--- config.mk ---
export PLATFORM = sky130hd
export DESIGN_NAME = freq_tdm_deframer
export DESIGN_NICKNAME = d
export VERILOG_FILES = /design/src/rtl/freq_tdm_deframer.sv
export SDC_FILE = /design/constraint.sdc
export NUM_CORES = 1
export LEC_CHECK = 0
export CAP_MARGIN = 30
export CORE_ASPECT_RATIO = 1.4
export CORE_UTILIZATION = 49
export DETAILED_ROUTE_END_ITERATION = 10
export GPL_TIMING_DRIVEN = 1
export MAX_ROUTING_LAYER = met4
export PLACE_DENSITY_LB_ADDON = 0.1
export SKIP_LAST_GASP = 1
export SYNTH_ARGS = -nofsm -noshare
export SYNTH_HDL_FRONTEND = slang
export SYNTH_SLANG_ARGS = --single-unit
--- constraint.sdc ---
create_clock -name clk -period 3.7 [get_ports clk]
set_input_delay 0.74 -clock clk [delete_from_list [all_inputs] [get_ports clk]]
set_output_delay 0.74 -clock clk [all_outputs]
set_load 0.005 [all_outputs]
--- src/rtl/freq_tdm_deframer.sv ---
// Frame-alignment tracker and 4-slot TDM de-interleaver for the frequency-domain stream.
// Hunts for tfram, confirms alignment over LOCK_GOOD frames, and flywheels through missing headers.
module freq_tdm_deframer #(
    parameter int FRAME_LEN = 30720,
    parameter int LOCK_GOOD = 3,
    parameter int LOSS_BAD  = 4
) (
    input  logic        clk,
    input  logic        asy_rst,
    input  logic        i_freq_txant,
    input  logic [31:0] i_freq_tdata,
    input  logic        i_freq_tfram,
    input  logic        i_err_clr,
    output logic        o_vld,
    output logic [31:0] o_data,
    output logic [2:0]  o_ant_idx,
    output logic        o_fram_hd,
    output logic        o_lock,
    output logic [15:0] o_err_cnt
);
    typedef enum logic [1:0] {HUNT, CHECK, LOCK} state_t;

    localparam logic [19:0] LAST   = 20'(FRAME_LEN - 1);
    localparam logic [19:0] WMAX   = 20'hFFFFF;
    localparam logic [3:0]  GOOD_N = 4'(LOCK_GOOD);
    localparam logic [3:0]  BAD_N  = 4'(LOSS_BAD);

    state_t      state, state_nxt;
    logic [19:0] wcnt, wcnt_nxt;
    logic [3:0]  good_cnt, good_nxt, good_inc;
    logic [3:0]  bad_cnt, bad_nxt, bad_inc;
    logic        at_end, good_b, early, late;
    logic        accept, fly, err_inc, vld_nxt;

    // wcnt holds the index of the previous word, so a header is due when it reads LAST
    assign at_end   = (wcnt == LAST);
    assign good_b   = i_freq_tfram && at_end;
    assign early    = i_freq_tfram && !at_end;
    assign late     = !i_freq_tfram && at_end;
    assign good_inc = good_cnt + 4'd1;
    assign bad_inc  = bad_cnt + 4'd1;

    always_comb begin
        state_nxt = state;
        good_nxt  = good_cnt;
        bad_nxt   = bad_cnt;
        accept    = 1'b0;
        fly       = 1'b0;
        err_inc   = 1'b0;
        case (state)
            HUNT: begin
                if (i_freq_tfram) begin
                    state_nxt = CHECK;
                    accept    = 1'b1;
                    good_nxt  = 4'd0;
                end
            end
            CHECK: begin
                accept = i_freq_tfram;
                if (good_b) begin
                    good_nxt = good_inc;
                    if (good_inc == GOOD_N) state_nxt = LOCK;
                end else if (early) begin
                    err_inc  = 1'b1;
                    good_nxt = 4'd0;
                end else if (late) begin
                    err_inc   = 1'b1;
                    state_nxt = HUNT;
                end
            end
            LOCK: begin
                accept  = i_freq_tfram;
                fly     = late;
                err_inc = early || late;
                if (good_b) begin
                    bad_nxt = 4'd0;
                end else if (early || late) begin
                    if (bad_inc == BAD_N) begin
                        state_nxt = HUNT;
                        bad_nxt   = 4'd0;
                        good_nxt  = 4'd0;
                    end else begin
                        bad_nxt = bad_inc;
                    end
                end
            end
            default: state_nxt = HUNT;
        endcase
    end

    // A flywheel boundary restarts the count exactly like a received header
    assign wcnt_nxt = (accept || fly) ? 20'd0 :
                      (wcnt == WMAX)  ? wcnt  : wcnt + 20'd1;
    assign vld_nxt  = (state_nxt == LOCK);

    always_ff @(posedge clk or posedge asy_rst) begin
        if (asy_rst) begin
            state     <= HUNT;
            wcnt      <= 20'd0;
            good_cnt  <= 4'd0;
            bad_cnt   <= 4'd0;
            o_vld     <= 1'b0;
            o_data    <= 32'd0;
            o_ant_idx <= 3'd0;
            o_fram_hd <= 1'b0;
            o_lock    <= 1'b0;
            o_err_cnt <= 16'd0;
        end else begin
            state     <= state_nxt;
            wcnt      <= wcnt_nxt;
            good_cnt  <= good_nxt;
            bad_cnt   <= bad_nxt;
            o_vld     <= vld_nxt;
            o_data    <= i_freq_tdata;
            o_ant_idx <= {i_freq_txant, wcnt_nxt[1:0]};
            o_fram_hd <= vld_nxt && (accept || fly);
            o_lock    <= vld_nxt;
            if (i_err_clr)
                o_err_cnt <= err_inc ? 16'd1 : 16'd0;
            else if (err_inc && o_err_cnt != 16'hFFFF)
                o_err_cnt <= o_err_cnt + 16'd1;
        end
    end
endmodule

# Yosys cells after proc, flatten, opt, wreduce, memory -nomap -nowiden

Cells that the tools add are included.

Register bits after elaboration: 83
Input bits: 37
Output and inout bits: 54
Logic and storage cells: 75

Add/subtract/negate cells: 4
Eq/ne operators: 14
Muxes and demuxes: 31
Reduce and logical (&&, ||, !) cells: 16

Operator list:

| operator                                                                 | count |
|---|---|
| 20-bit two-way mux                                                       | 2 |
| 4-bit two-way mux                                                        | 9 |
| 16-bit two-way mux                                                       | 2 |
| 20-bit by 1-bit adder with 20-bit output (second input constant)         | 1 |
| 20-bit by 15-bit equality test with 1-bit output (second input constant) | 1 |
| 20-bit equality test (second input constant)                             | 1 |
| 16-bit by 1-bit adder with 16-bit output (second input constant)         | 1 |
| 2-bit two-way mux                                                        | 8 |
| 16-bit != test (second input constant)                                   | 1 |
| 4-bit case mux with 3 select lines                                       | 1 |
| 2-bit != test (second input constant)                                    | 5 |
| 4-bit by 1-bit adder with 4-bit output (second input constant)           | 2 |
| 1-bit two-way mux                                                        | 6 |
| 2-bit case mux with 3 select lines                                       | 1 |
| 6-bit AND reduction                                                      | 1 |
| 1-bit logical AND                                                        | 5 |
| 2-bit equality test (second input constant)                              | 2 |
| 4-bit by 2-bit equality test with 1-bit output (second input constant)   | 1 |
| 4-bit by 3-bit equality test with 1-bit output (second input constant)   | 1 |
| 1-bit case mux with 2 select lines                                       | 2 |
| 2-bit nonzero test                                                       | 2 |
| 3-bit != test (second input constant)                                    | 1 |
| 3-bit nonzero test                                                       | 1 |
| 2-bit by 1-bit equality test with 1-bit output (second input constant)   | 1 |
| other kinds (5)                                                          | 7 |

# Longest topological paths before layout

Gate-level depths: netlist of the first run.

Depth after elaboration: 9
Mapped depth: 12

# Least setup slack after synthesis of the first run

Ideal clock, no wire load.

Path type: reg2reg
Start point: reg o_ant_idx[0] (netlist name)
End point: reg good_cnt[3]
Setup time: 0.069 ns
Arrival: 2.544 ns
Data required time: 3.631 ns
Setup slack: 1.087 ns
Cell stages (with the launch flop): 12
Period minus slack after synthesis: 2.613 ns
Path through: dfrtp_1 > ha_1 > nand2_1 > nor3_1 > nand4_1 > inv_1 > ha_1 > buf_1 > o41ai_4 > o21ai_2 > or4_1 > nand3_1

RTL lines:

| element              | line | text |
|---|---|---|
| end signal, assigned | 111  | `good_cnt <= good_nxt;` |
| end, declared        | 30   | `logic [3:0] good_cnt, good_nxt, good_inc;` |

# Worst setup path in the final report of the first run

Start point: reg wcnt[3]
End point: reg o_err_cnt[13]

Cells in the longest elaborated chain, start to end: 8
Elaborated cells between the ends (all ways): 12
Those cells by class: eq/ne: 1; mux: 4; reduce/logical: 7

Ends and longest elaborated chain:

| element                                                | line   | text |
|---|---|---|
| start, declared                                        | 29     | `logic [19:0] wcnt, wcnt_nxt;` |
| start signal, assigned                                 | 110    | `wcnt <= wcnt_nxt;` |
| 20-bit by 15-bit equality test with 1-bit output *     | 36     | `assign at_end = (wcnt == LAST);` |
| 1-bit logical AND or 1-bit zero test (tied branches)   | 39, 38 |  |
| 1-bit two-way mux or 1-bit logical AND (tied branches) | 66, 38 |  |
| 1-bit two-way mux                                      | 63     | `end else if (early) begin` |
| 1-bit two-way mux                                      | 60     | `if (good_b) begin` |
| 1-bit case mux with 2 select lines *                   | 50     | `case (state)` |
| 1-bit logical AND *                                    | 120    | `else if (err_inc && o_err_cnt != 16'hFFFF)` |
| 2-bit nonzero test (no line) *                         | --     |  |
| end signal, assigned                                   | 119    | `o_err_cnt <= err_inc ? 16'd1 : 16'd0;` |
| end signal, assigned                                   | 121    | `o_err_cnt <= o_err_cnt + 16'd1;` |
| end, declared                                          | 19     | `output logic [15:0] o_err_cnt` |

Mark *: on every way between the ends. The rest lies on a longest branch, timed or not.
A chain may end at the register's enable or synchronous reset.

==> metrics.md, run 1 <==
| Metric | Value |
|---|---|
| Critical Path Source | wcnt[3] |
| Critical path required time | 3.93 ns |
| Final nets | 485 |
| Vias/cell | 5.415 |
| Initial antenna violation count | 0 |
| CP endpoint | o_err_cnt[13] |
| Clock-pin slew on the worst setup and hold paths | 0.09 ns |
| Hold_ws | 0.5291 ns |
| Power share of the sequential group | 51.6% |
| Max Freq | 328.8 MHz |
| Die width | 75.25 um |
| Clk sinks | 81 |
| Leak | 1.959 nW |
| Final count of negative-setup-slack endpoints | 0 |
| Routed Antenna Nets | 0 |
| Syn avg cell area | 10.79 sq um |
| Global-route wire length before repair | 13.58 mm |
| Max Slew Vio Count | 0 |
| Sequential share of the synthesized area | 55.06% |
| DRC | 0 |
| Post-DP HPWL | 5.777 mm |
| Vias in the first global route | 2991 |
| R2R setup slack | 0.66 ns |
| Rows | 37 |
| Layout Utilization | 66.47% |
| Post-synth cell types | 50 |
| Most frequent CP cell | nand4_1 |
| Critical path arrival | 3.27 ns |
| Post CTS Setup Buffer Count | 0 |
| DR pass1 iterations | 6 |
| CTS tree | built |
| Post-Syn Instances | 341 |
| Root Buffer | clkbuf_8 |
| Fill cells | 607 |
| Final WL | 7.884 mm |
| I/O Buffers | 90 |
| Cell area after technology mapping | 3681 sq um |
| Layout cells sized above 1 | 6.164% |
| Worst-Margin Slew | 0.8847 ns |
| Int Power | 1.376 mW |
| Mapped Nets | 392 |
| Remaining global-route overflow | 0 |
| Worst slew margin | 40.48% |
| Post-route cell area | 4862 sq um |
| I/O pins | 91 |
| Gr usage total | 23.58% |
| Post-synth ARST share | 100.0% |
| Synth Flop Type | dfrtp_1 |
| Hold Buf Count CTS | 0 |
| CP max stage cell | nor4b_1 |
| Average wire per standard cell | 14.74 um |
| Hold Crit Class | reg2reg |
| Unrepaired setup endpoints after global routing | no |
| FF+latch count, synth | 81 |
| Initial core utilization | 50.33% |
| Maxcap violations | 0 |
| Status | completed |
| Worst r2r path cells | 10 |
| Syn-to-layout area delta | 32.09% |
| Switching power | 0.4493 mW |
| Critical Path End Type | flip-flop |
| Sw Ratio | 24.61% |
| CP max stage delay | 0.46 ns |
| Crit-path max FO | 8 |
| Reg-to-Reg End | o_err_cnt[13] |
| N_diodes | 0 |
| Core Region | 7315 sq um |
| Routed vias | 2897 |
| H-Tree Depth | 3 |
| CTS resizes | 0 |
| Die area | 7868 sq um |
| Critical path cell sequence | and4_1 -> nand2_1 -> nor3_1 -> nand4_1 -> ha_1 -> o211a_1 -> nand4_1 -> nor4b_1 -> xnor2_1 -> nor2_1 |
| Synth warn | 0 |
| Worst Skew | 0.01355 ns |
| Largest net degree at the start of global routing | 42 |
| Finished Layout Cells | 535 |
| EDFF count, synth | 0 |
| CP Class | reg2reg |
| Worst VDD drop | 0.3055 mV |
| Clock power share | 35.0% |
| Reg-to-Reg Start | wcnt[3] |
| PD cells | 375.4 nW/um^2 |
| Fin crit period | 3.041 ns |
| Initial drt markers | 204 |
| Worst-case clock buffer depth | 2 |
| Final GP Congestion | 0.9042 |
| Combinational share of power | 13.4% |
| Final-report hold violation count | 0 |
| DP Cell Count | 520 |
| Die H | 104.6 um |
| Setup TNS | 0 ns |
| Total CTS buffers | 9 |
| Worst Setup Start Kind | flip-flop |
| Part of the cycle the worst path needs | 82.19% |
| Worst-Skew Late Latency | 0.36 ns |
| Placed cell area | 4668 sq um |
worst max-delay path: cells and delay by family (launching register included):
kind | cells | cell delay, ns
simple gates | 7 | 1.69
flops | 1 | 0.43
xor+xnor | 1 | 0.17
compound gates | 1 | 0.23
fa+ha+maj | 1 | 0.38
area by class of cell:
cell class	instances	area, sq um	share of cell area [%]
clock buffer	11	141.4	2.908
clock inverter	4	52.55	1.081
inverter	11	42.54	0.8749
multi-input combinational	237	1546	31.81
sequential	81	2027	41.69
tap	97	121.4	2.496
timing repair buffer	94	930.9	19.15
through the flow:
step | total power [mW] | setup WS (ns)
after CTS | 1.844 | 0.6625
after global placement | 1.198 | 0.6657
final | 1.825 | 0.6588
after detailed placement | 1.203 | 0.5705
after floorplan | 1.075 | 0.8799
after global routing | 1.915 | 0.3975
power groups by stage:
| stage | registers (mW) | logic, mW | clock network, mW |
|---|---|---|---|
| after global placement | 0.958 | 0.240 | 0 |
| after detailed placement | 0.960 | 0.243 | 0 |
| after floorplan | 0.958 | 0.117 | 0 |
| after CTS | 0.942 | 0.245 | 0.657 |
| final | 0.943 | 0.244 | 0.639 |
| after global routing | 0.948 | 0.272 | 0.696 |
cell families after synthesis:
group                      share of synthesized area (%)
and+or+nand+nor                                    20.87
DFF                                                55.06
AOI/OAI and AO/OA                                  8.839
xor gates and xnor gates                           6.662
buffers and inverters                              2.923
adders and majority gates                          4.759
muxes                                             0.8837
flip-flops by register name (all words and copies together) (netlist names):
register,flops
o_data,32
wcnt,18
o_err_cnt,16
bad_cnt,4
good_cnt,4
o_ant_idx,3
state,2
o_fram_hd,1
o_lock,1
cell usage after synthesis, types with 2 or more instances:
master     n  share of area [%]
a21oi_1   10                1.4
a311oi_1   2               0.48
a31oi_1    2               0.34
a41o_1     2               0.54
and3_1     3               0.51
and4_1     3               0.71
buf_4      3               0.61
clkbuf_1   5               0.51
dfrtp_1   81                 55
ha_1      14                4.8
inv_1     11                1.1
mux2_2     2               0.61
nand2_1   31                3.2
nand2b_1   5               0.85
nand3_1   12                1.6
nand3b_1   3               0.61
nand4_1   13                2.2
nor2_1    37                3.8
nor3_1    16                2.2
nor3b_1    2               0.41
nor4_1    11                1.9
nor4b_1    5                1.2
o21ai_0   10                1.4
o31a_1     2               0.48
o41ai_1    2               0.48
or3_1      2               0.34
or4_1      3               0.61
xnor2_1   27                6.4
how the worst min path moves through the flow:
stage                       start       to  slack [ns]  cells after the start
after floorplan           wcnt[5]  wcnt[5]        0.48                      1
after global placement    wcnt[5]  wcnt[5]        0.52                      1
after detailed placement  wcnt[5]  wcnt[5]        0.53                      1
after CTS                 wcnt[5]  wcnt[5]        0.54                      1
after global routing      wcnt[5]  wcnt[5]        0.58                      1
final                     wcnt[5]  wcnt[5]        0.53                      1
routing by layer:
metal	track usage (%)	vias to the layer above	wire length (um)	share of wire [%]
met2	36.55	81	3889	49
li1	-	1393	-	-
met5	-	-	0	0
met4	11.51	0	230	2.9
met1	28.10	1401	3351	43
met3	6.268	22	413	5.2
cells in the final DEF (no fill, tap or decap), types with 4 or more instances in the layout:
cell and count:
a21oi_1 10, buf_4 4, clkbuf_8 10, clkdlybuf4s50_1 90
dfrtp_1 81, ha_1 14, inv_1 10, nand2_1 31
nand2b_1 5, nand3_1 12, nand4_1 13, nor2_1 37
nor3_1 16, nor4_1 11, nor4b_1 5, o21ai_0 9
xnor2_1 27
Note: power is estimated with default switching activity, not from simulation.
==> run 2: changes to the inputs <==
==> constraint.sdc (replaced) <==
create_clock -name clk -period 3 [get_ports clk]
set_input_delay 0.6 -clock clk [delete_from_list [all_inputs] [get_ports clk]]
set_output_delay 0.6 -clock clk [all_outputs]
set_load 0.005 [all_outputs]
==> run 2 against run 1 <==
First-iteration DRC count increased by 34%. Register-to-register slack lost 0.44 ns. Critical endpoint is now good_cnt[3]. Global-route usage is 0.31 points higher. Largest power group unchanged. Clock power is 25% higher. Flip-flop and latch count did not move. Final cell count up 0.56%. Hold slack got worse by 0.018 ns. Die area unchanged. Sequential power grew 23%.
==> metrics.md, run 2 (synthesized netlist as in run 1, its figures left out) <==
| Metric | Value |
|---|---|
| Part of the cycle the worst path needs | 92.77% (+11 points) |
| Int Power | 1.699 mW (+23%) |
| Status | completed |
| Power share of the sequential group | 51.3% (-0.3 points) |
| Initial drt markers | 274 (+34%) |
| Worst Skew | 0.005111 ns (-0.008435 ns) |
| Initial core utilization | 50.33% (unchanged) |
| Routed vias | 2936 (+1.3%) |
| Reg-to-Reg Start | wcnt[3] |
| Gr usage total | 23.89% (+0.31 points) |
| Vias/cell | 5.457 (+0.78%) |
| Top reg by flops | o_data |
| Clock-pin slew on the worst setup and hold paths | 0.08 ns (about the same) |
| N_diodes | 0 (unchanged) |
| Hold Buf Count CTS | 0 (unchanged) |
| Worst-case clock buffer depth | 2 (unchanged) |
| Wire length on met1 | 3.296 mm (-1.6%) |
| Die H | 104.6 um (unchanged) |
| DRC | 0 (unchanged) |
| Final count of negative-setup-slack endpoints | 0 (unchanged) |
| Largest net degree at the start of global routing | 65 (+55%) |
| Max reg flops | 32 (unchanged) |
| Root Buffer | clkbuf_8 |
| Layout Utilization | 67.05% (+0.58 points) |
| Total power | 2.263 mW (+24%) |
| Fill cells | 628 (+3.5%) |
| Leak | 1.967 nW (+0.45%) |
| H-Tree Depth | 3 (unchanged) |
| Worst slew margin | 41.05% (+0.57 points) |
| Critical path arrival | 3.08 ns (-0.19 ns) |
| Clk sinks | 81 (unchanged) |
| Worst-Margin Slew | 0.8762 ns (-0.008535 ns) |
| Max Slew Vio Count | 0 (unchanged) |
| Remaining global-route overflow | 0 (unchanged) |
| Most common cell after layout, fill and taps aside | clkdlybuf4s50_1 |
| Reg-to-Reg End | good_cnt[3] |
| Die area | 7868 sq um (unchanged) |
| Average wire per standard cell | 15.04 um (+2.0%) |
| Crit-path max FO | 6 (-2) |
| WL met2 | 4.041 mm (+3.9%) |
| Combinational share of power | 13.5% (about the same) |
| Post-DP HPWL | 5.772 mm (about the same) |
| Vias in the first global route | 2997 (+0.20%) |
| Initial antenna violation count | 0 (unchanged) |
| Global-route wire length before repair | 13.74 mm (+1.2%) |
| Core Region | 7315 sq um (unchanged) |
| Clock power share | 35.1% (about the same) |
| Max Freq | 359.3 MHz (+9.3%) |
| Switching power | 0.5647 mW (+26%) |
| Sw Ratio | 24.95% (+0.34 points) |
| Hold Crit Class | in2async |
| Layout cells sized above 1 | 7.029% (+0.87 points) |
| Biggest regs | o_data: 32 flops, wcnt: 18 flops, o_err_cnt: 16 flops |
| Uppermost routed layer | met4 |
| Fin crit period | 2.783 ns (-0.2580 ns) |
| DR pass1 iterations | 4 (-2) |
| Worst Setup Start Kind | flip-flop |
| Worst r2r path cells | 10 (unchanged) |
| Hold_ws | 0.5113 ns (-0.01780 ns) |
| Critical path required time | 3.30 ns (-0.63 ns) |
| CP Class | reg2reg |
| Met3 Routed Length | 558 um (+35%) |
| Routed Antenna Nets | 0 (unchanged) |
| Total CTS buffers | 9 (unchanged) |
| Worst-Skew Late Latency | 0.36 ns (about the same) |
| I/O pins | 91 (unchanged) |
| Die width | 75.25 um (unchanged) |
| Setup TNS | 0 ns (unchanged) |
| Syn-to-layout area delta | 33.24% |
| R2R setup slack | 0.22 ns (-0.44 ns) |
| I/O Buffers | 90 (unchanged) |
| Final-report hold violation count | 0 (unchanged) |
| Rows | 37 (unchanged) |
| Worst VDD drop | 0.3899 mV (+28%) |
| Most frequent cells in the layout | clkdlybuf4s50_1, dfrtp_1, nor2_1, nand2_1, xnor2_1 |
| Final WL | 8.090 mm (+2.6%) |
| PD cells | 461.5 nW/um^2 (+23%) |
| Final GP Congestion | 0.8900 (-1.6%) |
| Final nets | 488 (+0.62%) |
| Critical Path End Type | flip-flop |
| Unrepaired setup endpoints after global routing | no |
| CTS tree | built |
| Maxcap violations | 0 (unchanged) |
## run 2: changes by cell type in the layout (fill, tap and decap cells not counted)
cell / change
buf_4: +2
buf_12: +1
clkinv_2: -1
nor4b_1: -1
inv_6: -1
clkinvlp_4: +2
nor4b_2: +1
## run 2: stage by stage
step           setup WS, ns  cells  area (sq um)
4_1_cts              0.1300    537          4891
2_1_floorplan        0.3199    341          3681
3_5_place_dp        0.03943    522          4696
3_3_place_gp         0.1487    522          4696
6_report             0.2169    538          4905
5_1_grt             0.01106    538          4905
## run 2: power groups by stage
stage	combinational (mW)	clock (mW)	sequential, mW
after floorplan	0.144	0	1.18
after global placement	0.299	0	1.18
after detailed placement	0.306	0	1.18
after CTS	0.309	0.824	1.16
after global routing	0.336	0.865	1.17
final	0.307	0.796	1.16
## run 2: layer usage
metal  vias to the layer above  GRT usage [%]
met1                      1419          27.99
met3                        15          8.197
met5                         -              -
met4                         0          10.85
li1                       1403              -
met2                        99          36.62
## run 2: cell type report
| class | count | area, sq um | share of cell area, % |
|---|---|---|---|
| tap | 97 | 121.4 | 2.474 |
| timing repair buffer | 97 | 965.9 | 19.69 |
| sequential | 81 | 2027 | 41.33 |
| inverter | 11 | 42.54 | 0.8673 |
| multi-input combinational | 237 | 1553 | 31.66 |
| clock buffer | 11 | 141.4 | 2.883 |
| clock inverter | 4 | 53.80 | 1.097 |
## run 2: timing repair
item	CTS	global route
setup buffers	0	1
endpoints found under the hold margin	0	0
resized for setup	0	1
setup endpoints to repair	0	3
## run 2: worst max path at each step
stage                     cells past startpoint  slack (ns)    startpoint            end
after floorplan                               1        0.32       asy_rst     bad_cnt[0]
after global placement                        8        0.15  i_freq_tfram   o_err_cnt[9]
after detailed placement                      8        0.04  i_freq_tfram  o_err_cnt[11]
after CTS                                    10        0.13       wcnt[3]  o_err_cnt[11]
after global routing                         10        0.01       wcnt[3]   o_err_cnt[6]
final                                        10        0.22       wcnt[3]    good_cnt[3]
## run 2: critical path: stages, from the launching register on
cell and delay (ns):
dfrtp_1 0.43, and4_1 0.25, nand2_1 0.08, nor3_1 0.18, nand4_1 0.18, ha_1 0.36, nand2_1 0.13, o41ai_4 0.38
o21ai_2 0.14, or4_1 0.49, nand3_1 0.10
==> run 3: changes to the inputs <==
--- a/config.mk
+++ b/config.mk
@@ -5,9 +5,9 @@
 export SDC_FILE = /design/constraint.sdc
 export NUM_CORES = 1
 export LEC_CHECK = 0
-export CAP_MARGIN = 30
 export CORE_ASPECT_RATIO = 1.4
-export CORE_UTILIZATION = 49
+export CORE_UTILIZATION = 35
+export CTS_CLUSTER_SIZE = 24
 export DETAILED_ROUTE_END_ITERATION = 10
 export GPL_TIMING_DRIVEN = 1
 export MAX_ROUTING_LAYER = met4
==> run 3 against run 2 <==
Hold slack improved by 0.014 ns. Sequential share of layout area is 1.6 points lower. Largest cell class unchanged. Utilization shrank 16 points. Register-to-register slack lost 0.06 ns. Clock skew increased by 0.0026 ns. Critical endpoint unchanged. Die area up 39%.
==> metrics.md, run 3 (synthesized netlist as in run 1, its figures left out) <==
| Metric | Value |
|---|---|
| Status | completed |
| Critical Path Source | o_ant_idx[0] |
| Part of the cycle the worst path needs | 94.82% (+2.0 points) |
| Routed vias | 2921 (-0.51%) |
| Root Buffer | clkbuf_16 |
| Post-DP HPWL | 5.979 mm (+3.6%) |
| Worst-Skew Late Latency | 0.33 ns (-0.03 ns) |
| I/O Buffers | 90 (unchanged) |
| Core Region | 10060 sq um (+38%) |
| Final count of negative-setup-slack endpoints | 0 (unchanged) |
| Finished Layout Cells | 580 (+7.8%) |
| Reg-to-Reg Start | o_ant_idx[0] |
| Largest net degree at the start of global routing | 40 (-38%) |
| Syn-to-layout area delta | 38.75% |
| Worst Skew | 0.007749 ns (+0.002638 ns) |
| Max reg flops | 32 (unchanged) |
| CP endpoint | good_cnt[3] |
| Setup TNS | 0 ns (unchanged) |
| Rows | 43 (+16%) |
| Global-route wire length before repair | 14.39 mm (+4.7%) |
| Layout Utilization | 50.76% (-16 points) |
| Initial drt markers | 140 (-49%) |
| Final GP Congestion | 0.8010 (-10%) |
| H-Tree Depth | 3 (unchanged) |
| Max Slew Vio Count | 0 (unchanged) |
| Average wire per standard cell | 14.65 um (-2.6%) |
| Biggest regs | o_data: 32 flops, wcnt: 18 flops, o_err_cnt: 16 flops |
| Routed Antenna Nets | 0 (unchanged) |
| CTS tree | built |
| DRC | 0 (unchanged) |
| Vias/cell | 5.036 (-7.7%) |
| Top reg by flops | o_data |
| R2R setup slack | 0.16 ns (-0.06 ns) |
| CP Class | reg2reg |
| Most frequent cells in the layout | clkdlybuf4s50_1, dfrtp_1, nor2_1, nand2_1, xnor2_1 |
| Total CTS buffers | 9 (unchanged) |
| Final WL | 8.499 mm (+5.1%) |
| Worst r2r path cells | 10 (unchanged) |
| Worst Setup Start Kind | flip-flop |
| Layout cells sized above 1 | 7.865% (+0.84 points) |
| Worst-Margin Slew | 0.7101 ns (-0.1660 ns) |
| Die H | 123.3 um (+18%) |
| Worst slew margin | 52.60% (+12 points) |
| PD cells | 521.6 nW/um^2 (+13%) |
| Most common cell after layout, fill and taps aside | clkdlybuf4s50_1 |
| Hold Path Depth | 1 |
| Gr usage total | 17.88% (-6.0 points) |
| Hold Buf Count CTS | 0 (unchanged) |
| Fin crit period | 2.845 ns (+0.06146 ns) |
| Worst VDD drop | 0.3317 mV (-15%) |
| Die width | 88.68 um (+18%) |
| Unrepaired setup endpoints after global routing | no |
| Critical path arrival | 3.11 ns (+0.03 ns) |
| DR pass1 iterations | 4 (unchanged) |
| I/O pins | 91 (unchanged) |
| Clock-pin slew on the worst setup and hold paths | 0.06 ns (-0.02 ns) |
| Initial core utilization | 36.59% (-14 points) |
| Hold Crit Class | reg2reg |
| Maxcap violations | 0 (unchanged) |
| Crit-path max FO | 6 (unchanged) |
| Vias in the first global route | 2904 (-3.1%) |
| Initial antenna violation count | 0 (unchanged) |
| Worst-case clock buffer depth | 2 (unchanged) |
| Clk sinks | 81 (unchanged) |
| Final-report hold violation count | 0 (unchanged) |
| Hold Crit Start | wcnt[5] |
| N_diodes | 0 (unchanged) |
| Critical path required time | 3.27 ns (-0.03 ns) |
| Max Freq | 351.5 MHz (-2.2%) |
| Leak | 2.042 nW (+3.8%) |
| Die area | 10940 sq um (+39%) |
| DP Cell Count | 564 (+8.0%) |
| Remaining global-route overflow | 0 (unchanged) |
| Reg-to-Reg End | good_cnt[3] |
| Final nets | 492 (+0.82%) |
| Critical Path End Type | flip-flop |
## run 3: cell types whose count changed in the layout (fill, tap and decap cells not counted), sizes merged
cell | before | now
buf | 7 | 11
bufinv | 1 | 2
clkinv | 2 | 1
clkinvlp | 2 | 1
inv | 10 | 11
## run 3: final cells by class
cell class                      count  area (sq um)
Sequential cell                    81          2027
Inverter                           11         42.54
Tap cell                          135         168.9
Timing Repair Buffer              101         996.0
Fill cell                         935          4954
Clock inverter                      4         76.32
Clock buffer                       11         242.7
Multi-Input combinational cell    237          1554
## run 3: worst min path at each step
stage,endpoint,slack [ns]
floorplan,wcnt[5],0.48
global placement,wcnt[5],0.52
detailed placement,wcnt[5],0.52
CTS,wcnt[5],0.53
global route,wcnt[5],0.57
finish,wcnt[5],0.53
## run 3: routing by layer
metal | track usage, % | vias to the layer above | routed length [um]
met5 | - | - | 0
met4 | 6.956 | 0 | 106
met3 | 4.139 | 7 | 384
met2 | 27.79 | 70 | 4245
met1 | 22.55 | 1433 | 3762
li1 | - | 1411 | -
## run 3: through the flow
stage / total power, mW / setup WS, ns / instance area (sq um) / hold WS, ns
2_1_floorplan: 1.326 / 0.3199 / 3681 / 0.4833
3_3_place_gp: 1.491 / 0.2093 / 4773 / 0.5151
3_5_place_dp: 1.494 / 0.1255 / 4773 / 0.5215
4_1_cts: 2.699 / 0.1335 / 5092 / 0.5281
5_1_grt: 2.778 / 0.001081 / 5107 / 0.5659
6_report: 2.664 / 0.1554 / 5107 / 0.5256
## run 3: power breakdown
group	switching [mW]	leakage [nW]	internal (mW)
clock	0.434	0.152	0.750
combinational	0.148	0.841	0.169
sequential	0.0297	1.05	1.13
total	0.612	2.04	2.05
## run 3: timing repair
item / 4_1_cts / 5_1_grt
setup endpoints to repair: 0 / 5
buffers inserted: 0 / 1
resized for setup: 0 / 1
## run 3: worst max-delay path, stage by stage, from the launching register on
cell and delay, ns:
dfrtp_1 0.42, ha_1 0.28, nand2_1 0.10, nor3_1 0.14, nand4_1 0.21, ha_1 0.39, nand2_1 0.13, o41ai_4 0.37
o21ai_2 0.15, or4_1 0.50, nand3_1 0.10
